$ cat src/rtl/rom_load_pkg.sv
// Shared types and constants for the ROM download sequencer.
package rom_load_pkg;

    typedef enum logic [1:0] {
        IDLE,
        LOAD,
        DRAIN,
        DONE
    } load_state_t;

    localparam int unsigned ROM_BYTES = 32'h0004_0000;

    localparam int unsigned BANK_H0 = 0;
    localparam int unsigned BANK_L0 = 1;
    localparam int unsigned BANK_H1 = 2;
    localparam int unsigned BANK_L1 = 3;

endpackage

$ cat src/rtl/rom_wr_buffer.sv
// Single-entry holding register between the ioctl byte stream and the EPROM write port.
module rom_wr_buffer #(
    parameter int unsigned CS_W = 4,
    parameter int unsigned AW   = 16
) (
    input  logic            clk,
    input  logic            reset_n,
    input  logic            push,
    input  logic [CS_W-1:0] push_cs,
    input  logic [AW-1:0]   push_addr,
    input  logic [7:0]      push_data,
    input  logic            ready,
    output logic            full,
    output logic            pop,
    output logic [CS_W-1:0] out_cs,
    output logic [AW-1:0]   out_addr,
    output logic [7:0]      out_data
);

    assign pop = full & ready;

    // A push in the same cycle as a pop reloads the entry, so the slot never goes empty.
    always_ff @(posedge clk or negedge reset_n) begin
        if (!reset_n) begin
            full     <= 1'b0;
            out_cs   <= '0;
            out_addr <= '0;
            out_data <= '0;
        end else if (push) begin
            full     <= 1'b1;
            out_cs   <= push_cs;
            out_addr <= push_addr;
            out_data <= push_data;
        end else if (pop) begin
            full   <= 1'b0;
            out_cs <= '0;
        end
    end

endmodule

$ cat src/rtl/rom_download_ctrl.sv
// Sequences the MiSTer ioctl ROM download into the program EPROM banks and
// holds the CPU in reset until the load has drained.
module rom_download_ctrl
    import rom_load_pkg::*;
#(
    parameter int unsigned NUM_BANKS   = 4,
    parameter int unsigned BANK_AW     = 16,
    parameter int unsigned RELEASE_DLY = 16
) (
    input  logic                 clk,
    input  logic                 reset_n,
    input  logic                 ioctl_download,
    input  logic                 ioctl_wr,
    input  logic [24:0]          ioctl_addr,
    input  logic [7:0]           ioctl_dout,
    output logic                 ioctl_wait,
    output logic [BANK_AW-1:0]   mem_addr,
    output logic [7:0]           mem_data,
    output logic [NUM_BANKS-1:0] mem_cs,
    output logic                 mem_wr,
    input  logic                 mem_ready,
    output logic                 cpu_reset_hold,
    output logic                 load_done,
    output logic [18:0]          byte_count,
    output logic [15:0]          checksum,
    output logic                 range_err,
    output logic                 overrun_err
);

    localparam int unsigned BANK_BW    = (NUM_BANKS > 1) ? $clog2(NUM_BANKS) : 1;
    localparam logic [25:0] ADDR_LIMIT = 26'(NUM_BANKS) << BANK_AW;

    load_state_t state, state_next;
    logic               dl_q;
    logic               dl_rise, dl_fall;
    logic               enter_load;
    logic               in_range, wr_load, push, full, pop;
    logic [BANK_BW-1:0] bank_idx;
    logic [NUM_BANKS-1:0] push_cs;
    logic [7:0]         rel_cnt;

    assign dl_rise    = ioctl_download & ~dl_q;
    assign dl_fall    = ~ioctl_download & dl_q;
    assign in_range   = {1'b0, ioctl_addr} < ADDR_LIMIT;
    assign wr_load    = (state == LOAD) && ioctl_wr;
    assign push       = wr_load && in_range && (!full || pop);
    assign bank_idx   = ioctl_addr[BANK_AW +: BANK_BW];
    assign enter_load = (state != LOAD) && (state_next == LOAD);

    always_comb begin
        push_cs           = '0;
        push_cs[bank_idx] = 1'b1;
    end

    rom_wr_buffer #(
        .CS_W (NUM_BANKS),
        .AW   (BANK_AW)
    ) u_buf (
        .clk       (clk),
        .reset_n   (reset_n),
        .push      (push),
        .push_cs   (push_cs),
        .push_addr (ioctl_addr[BANK_AW-1:0]),
        .push_data (ioctl_dout),
        .ready     (mem_ready),
        .full      (full),
        .pop       (pop),
        .out_cs    (mem_cs),
        .out_addr  (mem_addr),
        .out_data  (mem_data)
    );

    assign mem_wr     = full;
    assign ioctl_wait = full;

    always_ff @(posedge clk or negedge reset_n) begin
        if (!reset_n) begin
            state <= IDLE;
            dl_q  <= 1'b0;
        end else begin
            state <= state_next;
            dl_q  <= ioctl_download;
        end
    end

    // DRAIN leaves as soon as the last write is accepted, not a cycle later.
    always_comb begin
        state_next = state;
        case (state)
            IDLE:    if (dl_rise) state_next = LOAD;
            LOAD:    if (dl_fall) state_next = DRAIN;
            DRAIN:   if (!full || pop) state_next = DONE;
            DONE:    if (dl_rise) state_next = LOAD;
            default: state_next = IDLE;
        endcase
    end

    always_ff @(posedge clk or negedge reset_n) begin
        if (!reset_n) begin
            rel_cnt <= '0;
        end else if (state != DONE) begin
            rel_cnt <= '0;
        end else if (rel_cnt != 8'(RELEASE_DLY)) begin
            rel_cnt <= rel_cnt + 8'd1;
        end
    end

    assign load_done      = (state == DONE);
    assign cpu_reset_hold = !((state == DONE) && (rel_cnt == 8'(RELEASE_DLY)));

    always_ff @(posedge clk or negedge reset_n) begin
        if (!reset_n) begin
            byte_count  <= '0;
            checksum    <= '0;
            range_err   <= 1'b0;
            overrun_err <= 1'b0;
        end else if (enter_load) begin
            byte_count  <= '0;
            checksum    <= '0;
            range_err   <= 1'b0;
            overrun_err <= 1'b0;
        end else begin
            if (pop) begin
                if (byte_count != 19'(ROM_BYTES)) byte_count <= byte_count + 19'd1;
                checksum <= checksum + {8'h00, mem_data};
            end
            if (wr_load && !in_range) range_err <= 1'b1;
            if (wr_load && in_range && full && !pop) overrun_err <= 1'b1;
        end
    end

endmodule

$ cat config.mk
export PLATFORM = sky130hd
export DESIGN_NAME = rom_download_ctrl
export DESIGN_NICKNAME = d
export VERILOG_FILES = /design/src/rtl/rom_load_pkg.sv /design/src/rtl/rom_wr_buffer.sv /design/src/rtl/rom_download_ctrl.sv
export SDC_FILE = /design/constraint.sdc
export NUM_CORES = 1
export LEC_CHECK = 0
export ABC_AREA = 0
export BUFFER_PORTS_ARGS = -buffer_cell sky130_fd_sc_hd__buf_4
export CORE_ASPECT_RATIO = 1.5
export CORE_MARGIN = 2
export CORE_UTILIZATION = 30
export DETAILED_ROUTE_END_ITERATION = 10
export HOLD_SLACK_MARGIN = 0.03
export SYNTH_ARGS = -nofsm -noshare
export SYNTH_HDL_FRONTEND = slang
export SYNTH_SLANG_ARGS = --single-unit
$ cat constraint.sdc
create_clock -name clk -period 2.6 [get_ports clk]
set_input_delay 0.39 -clock clk [delete_from_list [all_inputs] [get_ports clk]]
set_output_delay 0.39 -clock clk [all_outputs]
set_load 0.03 [all_outputs]
==> summary.md, run 1 <==
| Metric | Value |
|---|---|
| Final critical path time including I/O delays and setup | around 2.4 ns |
| Clock root buffer master | sky130_fd_sc_hd__clkbuf_16 |
| Initial core utilization | a little under a third |
| Synth unique cells | 56 |
| Global-route wire length before repair | approximately 17000 µm |
| Wire per inst | roughly 15 µm |
| CTS Hold Buffers Added | 0 |
| Max-capacitance violation count | 0 |
| Min-delay worst type | in -> reg |
| Sequential fraction of the synthesis area | between 40 and 50% |
| WHS | 0.2010 ns |
| Via-to-Cell Ratio | around 5 |
| Area share of the largest cell type after synthesis | between 40% and 50% |
| Startpoint of the most critical register-to-register path | state[0]$_DFF_PN0_ |
| Synthesized netlist net count | around 440 |
| Number of port buffers | between 100 and 150 |
| RSZ-0062 raised after global routing | no |
| Number of synthesized register bits | 77 |
| Fin. max-slew vios | 0 |
| Clock Pin Slew Worst Setup and Hold Paths | about 0.060 ns |
| Tightest slew margin relative to the limit | between 30% and 40% |
| Fin Setup TNS | 0 ns |
| Maximum vdd ir drop | around 0.34 mV |
| Nets@finish | between 500 and 600 |
| Most area-consuming cells after synthesis | sky130_fd_sc_hd__dfrtp_1 47%, sky130_fd_sc_hd__mux2_2 5.8%, sky130_fd_sc_hd__ha_1 4.9% |
| Slew of the pin with the lowest slew margin | just under 1 ns |
| Endpoint required time on the critical path | between 2 and 2.5 ns |
| Period utilization | between 90 and 100% |
| Post-synthesis area per instance | around 11 µm² |
| Detailed Route WL | around 10000 µm |
| Number of warnings issued by yosys | 0 |
| Site row count | 52 |
| Element type at the critical path end | output pin |
| Crit path launch | rel_cnt[0]$_DFFE_PN0P_ |
| Area enclosed by the die boundary | approximately 15000 µm² |
| Maximum count of clock buffers along a single path | 2 |
| Latest clock arrival within the worst-skew pair | between 0.3 and 0.4 ns |
| Most frequent cell after synthesis | sky130_fd_sc_hd__dfrtp_1 |
| TritonCTS Buffers | 9 |
| Cell count after synthesis | 382 |
| Number of clock sinks | 77 |
| Netlist area before placement | 4073 µm² |
| Element type at the critical path start | flop |
| Max Fclk | 0.4084 GHz |
| Number of DRC violations after detailed-routing iteration 0 | about 120 |
| Std-Cell Core Area | roughly 13000 µm² |
| Worst endpoint data arrival time | around 2.1 ns |
| Total power density per cell area | 711.6 nW/µm² |
| Largest driver fanout on the critical path | 6 |
| Final Hold Fails | 0 |
| Level count of the clock H-tree | 3 |
| Area growth from synthesis to final layout | 32.44% |
| Die span in x | 99.14 µm |
| Largest net degree at the start of global routing | about 80 |
| Die boundary height | between 100 and 150 µm |
| Hold Crit Start | ioctl_download |
| Routability congestion estimate | slightly above 0.8 |
| Count of pins on the block boundary | 107 |
| Number of enable-type register cells in the synthesized netlist | 0 |
| Largest area contributor in the netlist | sky130_fd_sc_hd__dfrtp_1 |
| Remaining global-route overflow | 0 |
| Vias after detailed routing | 3285 |
| Share of async-settable or async-resettable flops after synthesis | 100.0% |
| Detailed Place HPWL | ~7100 µm |
| Antenna violations before repair | 0 |
| # Post-CTS Setup Buffers | 0 |
| Number of global-route vias before repair | 3326 |
| Antenna Nets Post-Route | 0 |
| Count of inserted antenna diode cells | 0 |
| Share of final-layout standard cells stronger than drive strength 1 | between 30 and 40% |
| DR DRC count | 0 |
| CTS tree | yes |
| Overall Global Routing Usage | between 10% and 20% |
| P_leak | roughly 2.6 nW |
| List of most frequent post-synthesis cells | 77 x sky130_fd_sc_hd__dfrtp_1, 32 x sky130_fd_sc_hd__nor2_1, 21 x sky130_fd_sc_hd__a21oi_1, 21 x sky130_fd_sc_hd__mux2_2, 21 x sky130_fd_sc_hd__nand3_1 |
| Clock Skews | approximately 0.0055 ns |
| Post-CTS resize count | 0 |
| Result of the run | finished clean |
| Total iterations of the first detailed-routing run | 6 |
| Final setup violation count | 0 |
| Critical Setup Path Class | reg -> out |
| Dominant synthesized flop cell | sky130_fd_sc_hd__dfrtp_1 |
==> final cells by class <==
class	count	area, µm²
timing repair buffer	112	853.3
inverter	16	60.06
clock inverter	6	133.9
multi-input combinational	276	1978
tap	162	202.7
sequential	77	1927
fill	1320	8009
clock buffer	10	239.0
==> worst paths after layout <==
check / endpoint / slack, ns / cells after the start
min in group asynchronous: u_buf.out_data[6]$_DFFE_PN0P_ / 0.22 / 1
min: dl_q$_DFF_PN0_ / 0.20 / 1
max reg2reg: checksum[11]$_DFFE_PN0P_ / 0.23 / 8
max: cpu_reset_hold / 0.15 / 6
max in group asynchronous: u_buf.full$_DFFE_PN0P_ / 1.74 / 1
min reg2reg: overrun_err$_DFFE_PN0P_ / 0.50 / 2
==> worst max-delay path, cell delays in order (launching register included) <==
cell	delay [ns]
sky130_fd_sc_hd__dfrtp_1	0.43
sky130_fd_sc_hd__inv_1	0.08
sky130_fd_sc_hd__ha_1	0.14
sky130_fd_sc_hd__or4b_4	0.47
sky130_fd_sc_hd__nor4b_4	0.34
sky130_fd_sc_hd__nand2_1	0.09
sky130_fd_sc_hd__buf_4	0.18
==> kinds of logic (layout without fill, tap and decap cells) <==
family	after synthesis	after routing	synth area share, %
AND/OR/NAND/NOR	143	143	19.75
flip-flops	77	77	47.31
AO/OA/AOI/OAI	64	64	10.35
buffers and inverters	29	144	4.117
multiplexers	28	28	7.896
XOR/XNOR	24	24	5.161
adder cells (fa/ha/maj)	17	17	5.407
==> stage by stage <==
stage	cells	total power, mW	setup slack, ns	area [µm²]	utilization [%]
floorplan	382	2.028	0.2386	4073	-
global placement	643	2.303	0.3302	5021	37.46
detailed placement	643	2.335	0.2188	5021	37.46
CTS	659	3.906	0.1305	5394	40.24
global route	659	4.069	0.03264	5394	40.24
finish	659	3.838	0.1516	5394	40.24
==> power by group <==
group	internal [mW]	switching [mW]	total [mW]
sequential	1.27	0.0634	1.33
clock	1.06	0.479	1.54
combinational	0.392	0.575	0.967
total	2.72	1.12	3.84
==> sequential cells by signal, indices dropped and copies added (netlist names) <==
name	cells
byte_count	19
checksum	16
u_buf.out_addr	16
rel_cnt	8
u_buf.out_data	8
u_buf.out_cs	4
state	2
dl_q	1
overrun_err	1
range_err	1
u_buf.full	1
==> per-layer routing <==
metal / share of wire [%] / track usage [%] / vias to the layer above / wire [µm]
met5: 0 / 0 / - / 0
met4: 2.2 / 6.370 / 0 / 220
met3: 4.4 / 3.235 / 16 / 433
met2: 51 / 22.87 / 96 / 4995
met1: 42 / 17.93 / 1584 / 4151
li1: - / - / 1589 / -
==> layout by cell type, fill, tap and decap left out, types with 11 or more instances in the layout <==
master | Yosys | final
sky130_fd_sc_hd__nor2_1 | 32 | 32
sky130_fd_sc_hd__ha_1 | 16 | 16
sky130_fd_sc_hd__xor2_1 | 14 | 14
sky130_fd_sc_hd__a21oi_1 | 21 | 21
sky130_fd_sc_hd__nand4_1 | 12 | 12
sky130_fd_sc_hd__mux2_2 | 21 | 21
sky130_fd_sc_hd__inv_1 | 16 | 16
sky130_fd_sc_hd__nand3_1 | 21 | 21
sky130_fd_sc_hd__dfrtp_1 | 77 | 77
sky130_fd_sc_hd__buf_4 | 1 | 111
sky130_fd_sc_hd__nand2_1 | 20 | 20
sky130_fd_sc_hd__o21ai_0 | 11 | 11
Power figures use the tool's default switching activity.
==> run 2, diff against run 1 <==
Settings changed: CELL_PAD_IN_SITES_DETAIL_PLACEMENT set to 1, CELL_PAD_IN_SITES_GLOBAL_PLACEMENT set to 1, PLACE_DENSITY_LB_ADDON set to 0.1.
==> summary.md, run 2 (synthesis gave the netlist of run 1 again) <==
| Metric | Value |
|---|---|
| Nets@finish | 553 (+1.1%) |
| CTS tree | yes |
| Number of flip-flops under the largest register name | 19 (unchanged) |
| Post-place setup slack | 0.4091 ns (+0.1903 ns) |
| Die boundary height | 146.7 µm (unchanged) |
| Element type at the critical path start | flop |
| Clock Skews | 0.006411 ns (+0.0008632 ns) |
| Largest driver fanout on the critical path | 6 (unchanged) |
| Count of pins on the block boundary | 107 (unchanged) |
| Min-Delay Path Depth | 1 (unchanged) |
| Power after layout | 3.559 mW (-7.3%) |
| RSZ-0062 raised after global routing | no |
| Vias after detailed routing | 3308 (+0.70%) |
| Die span in x | 99.14 µm (unchanged) |
| Number of DRC violations after detailed-routing iteration 0 | 70 (-44%) |
| Global-route wire length before repair | 18660 µm (+13%) |
| Hold Crit Start | ioctl_download |
| Tightest slew margin relative to the limit | 66.32% (+32 points) |
| Worst-case hold path end point | dl_q$_DFF_PN0_ |
| Initial core utilization | 30.39% (unchanged) |
| Maximum count of clock buffers along a single path | 2 (unchanged) |
| Period utilization | 92.05% (-2.1 points) |
| Final Non-Filler Cells | 664 (+0.76%) |
| Cells traversed along the worst timing path | inv_1, ha_1, or4b_4, nor4b_4, nand2_1, buf_4 |
| Site row count | 52 (unchanged) |
| Antenna violations before repair | 0 (unchanged) |
| Area growth from synthesis to final layout | 31.83% |
| Final setup violation count | 0 (unchanged) |
| Max Fclk | 0.4178 GHz (+2.3%) |
| Area enclosed by the die boundary | 14540 µm² (unchanged) |
| Worst path slowest cell | sky130_fd_sc_hd__or4b_4 |
| Detailed Route WL | 10860 µm (+11%) |
| Clock Pin Slew Worst Setup and Hold Paths | 0.06 ns (about the same) |
| Count of inserted antenna diode cells | 0 (unchanged) |
| Largest net degree at the start of global routing | 49 (-37%) |
| Largest registers | byte_count (19), checksum (16), u_buf.out_addr (16) |
| Detailed Place HPWL | 7995 µm (+12%) |
| Level count of the clock H-tree | 3 (unchanged) |
| Reg with most FFs | byte_count |
| Result of the run | finished clean |
| Commonest non-fill, non-tap cell in the layout | sky130_fd_sc_hd__buf_4 |
| Element type at the critical path end | output pin |
| WHS | 0.2092 ns (+0.008185 ns) |
| Slew of the pin with the lowest slew margin | 0.5053 ns (-0.4865 ns) |
| Remaining global-route overflow | 0 (unchanged) |
| Endpoint of the worst-slack reg-to-reg timing path | checksum[8]$_DFFE_PN0P_ |
| Maximum vdd ir drop | 0.4343 mV (+26%) |
| Fin. max-slew vios | 0 (unchanged) |
| Endpoint required time on the critical path | 2.21 ns (about the same) |
| TritonCTS Buffers | 9 (unchanged) |
| Minimum setup slack among reg-to-reg paths | 0.39 ns (+0.16 ns) |
| Max-capacitance violation count | 0 (unchanged) |
| Worst path max stage delay | 0.47 ns (about the same) |
| Final Hold Fails | 0 (unchanged) |
| Commonest cells after routing, fill and taps aside | 116 x sky130_fd_sc_hd__buf_4, 77 x sky130_fd_sc_hd__dfrtp_1, 32 x sky130_fd_sc_hd__nor2_1 |
| Critical Setup Path Class | reg -> out |
| P_leak | 2.640 nW (-0.14%) |
| Overall Global Routing Usage | 15.75% (+1.6 points) |
| Post-layout worst setup margin | 0.2067 ns (+0.05507 ns) |
| Post-CTS resize count | 0 (unchanged) |
| Final critical path time including I/O delays and setup | 2.393 ns (-0.05507 ns) |
| Total iterations of the first detailed-routing run | 4 (-2) |
| Via-to-Cell Ratio | 4.982 (about the same) |
| Startpoint of the most critical register-to-register path | u_buf.out_data[0]$_DFFE_PN0P_ |
| Std-Cell Core Area | 13400 µm² (unchanged) |
| Share of final-layout standard cells stronger than drive strength 1 | 33.27% (+0.47 points) |
| Number of port buffers | 106 (unchanged) |
| Fin Setup TNS | 0 ns (unchanged) |
| Placed Instances | 647 (+0.62%) |
| Latest clock arrival within the worst-skew pair | 0.33 ns (about the same) |
| Number of clock sinks | 77 (unchanged) |
| Antenna Nets Post-Route | 0 (unchanged) |
| # fillers | 1541 (+17%) |
| Clock root buffer master | sky130_fd_sc_hd__clkbuf_16 |
| Wire per inst | 16.36 µm (+10%) |
| Worst endpoint data arrival time | 2.00 ns (-0.06 ns) |
| DR DRC count | 0 (unchanged) |
| Worst-case reg-to-reg path depth | 9 (+1) |
| Min-delay worst type | in -> reg |
| Number of global-route vias before repair | 3614 (+8.7%) |
| Total power density per cell area | 662.9 nW/µm² (-6.8%) |
| Routability congestion estimate | 0.7766 (-4.6%) |
run 2: cell types whose count changed in the layout (fill, tap and decap cells not counted), sizes merged:
cell / previous run / this run
buf: 112 / 117
bufinv: 4 / 1
clkbuf: 10 / 11
clkinvlp: 0 / 1
dlygate4sd3: 0 / 1
run 2: layout make-up:
type,count,area (µm²),area share [%]
Clock inverter,4,47.55,0.8856
Clock buffer,11,252.7,4.708
Sequential cell,77,1927,35.89
Multi-Input combinational cell,276,1978,36.84
Timing Repair Buffer,118,900.9,16.78
Tap cell,162,202.7,3.775
Inverter,16,60.06,1.119
run 2: per-layer routing:
layer | vias to the layer above | routed length (µm) | share of wire [%] | GRT usage (%)
li1 | 1594 | - | - | -
met1 | 1654 | 4449 | 41 | 18.96
met2 | 51 | 5927 | 55 | 28.41
met3 | 9 | 372 | 3.4 | 2.664
met4 | 0 | 111 | 1.0 | 4.726
met5 | - | 0 | 0 | 0
run 2: worst max path at each step:
| stage | start | end | slack (ns) | cells past startpoint |
|---|---|---|---|---|
| 2_1_floorplan | checksum[0]$_DFFE_PN0P_ | checksum[8]$_DFFE_PN0P_ | 0.24 | 8 |
| 3_3_place_gp | u_buf.out_data[0]$_DFFE_PN0P_ | checksum[8]$_DFFE_PN0P_ | 0.45 | 9 |
| 3_5_place_dp | u_buf.out_data[0]$_DFFE_PN0P_ | checksum[8]$_DFFE_PN0P_ | 0.41 | 9 |
| 4_1_cts | rel_cnt[0]$_DFFE_PN0P_ | cpu_reset_hold | 0.12 | 6 |
| 5_1_grt | rel_cnt[0]$_DFFE_PN0P_ | cpu_reset_hold | 0.09 | 6 |
| 6_report | rel_cnt[0]$_DFFE_PN0P_ | cpu_reset_hold | 0.21 | 6 |
run 2: critical path, delay by kind of cell, from the launching register on:
kind          cells  cell delay (ns)
simple gates      3             0.85
flops             1             0.43
buf+inv           2             0.26
fa+ha+maj         1             0.14
run 2: timing repair:
| item | CTS | global route |
|---|---|---|
| buffers inserted | 0 | 1 |
| hold buffers | 1 | 0 |
| setup endpoints to repair | 0 | 1 |
| endpoints found under the hold margin | 29 | 0 |
run 2: through the flow:
stage	instance area [µm²]	utilization [%]
finish	5369	40.06
global route	5369	40.06
CTS	5361	40.00
detailed placement	5051	37.69
global placement	5051	37.69
floorplan	4073	-
run 2: where the power goes:
| part | internal [mW] | switching, mW | total [mW] |
|---|---|---|---|
| sequential | 1.27 | 0.0632 | 1.33 |
| combinational | 0.376 | 0.579 | 0.956 |
| clock | 0.787 | 0.485 | 1.27 |
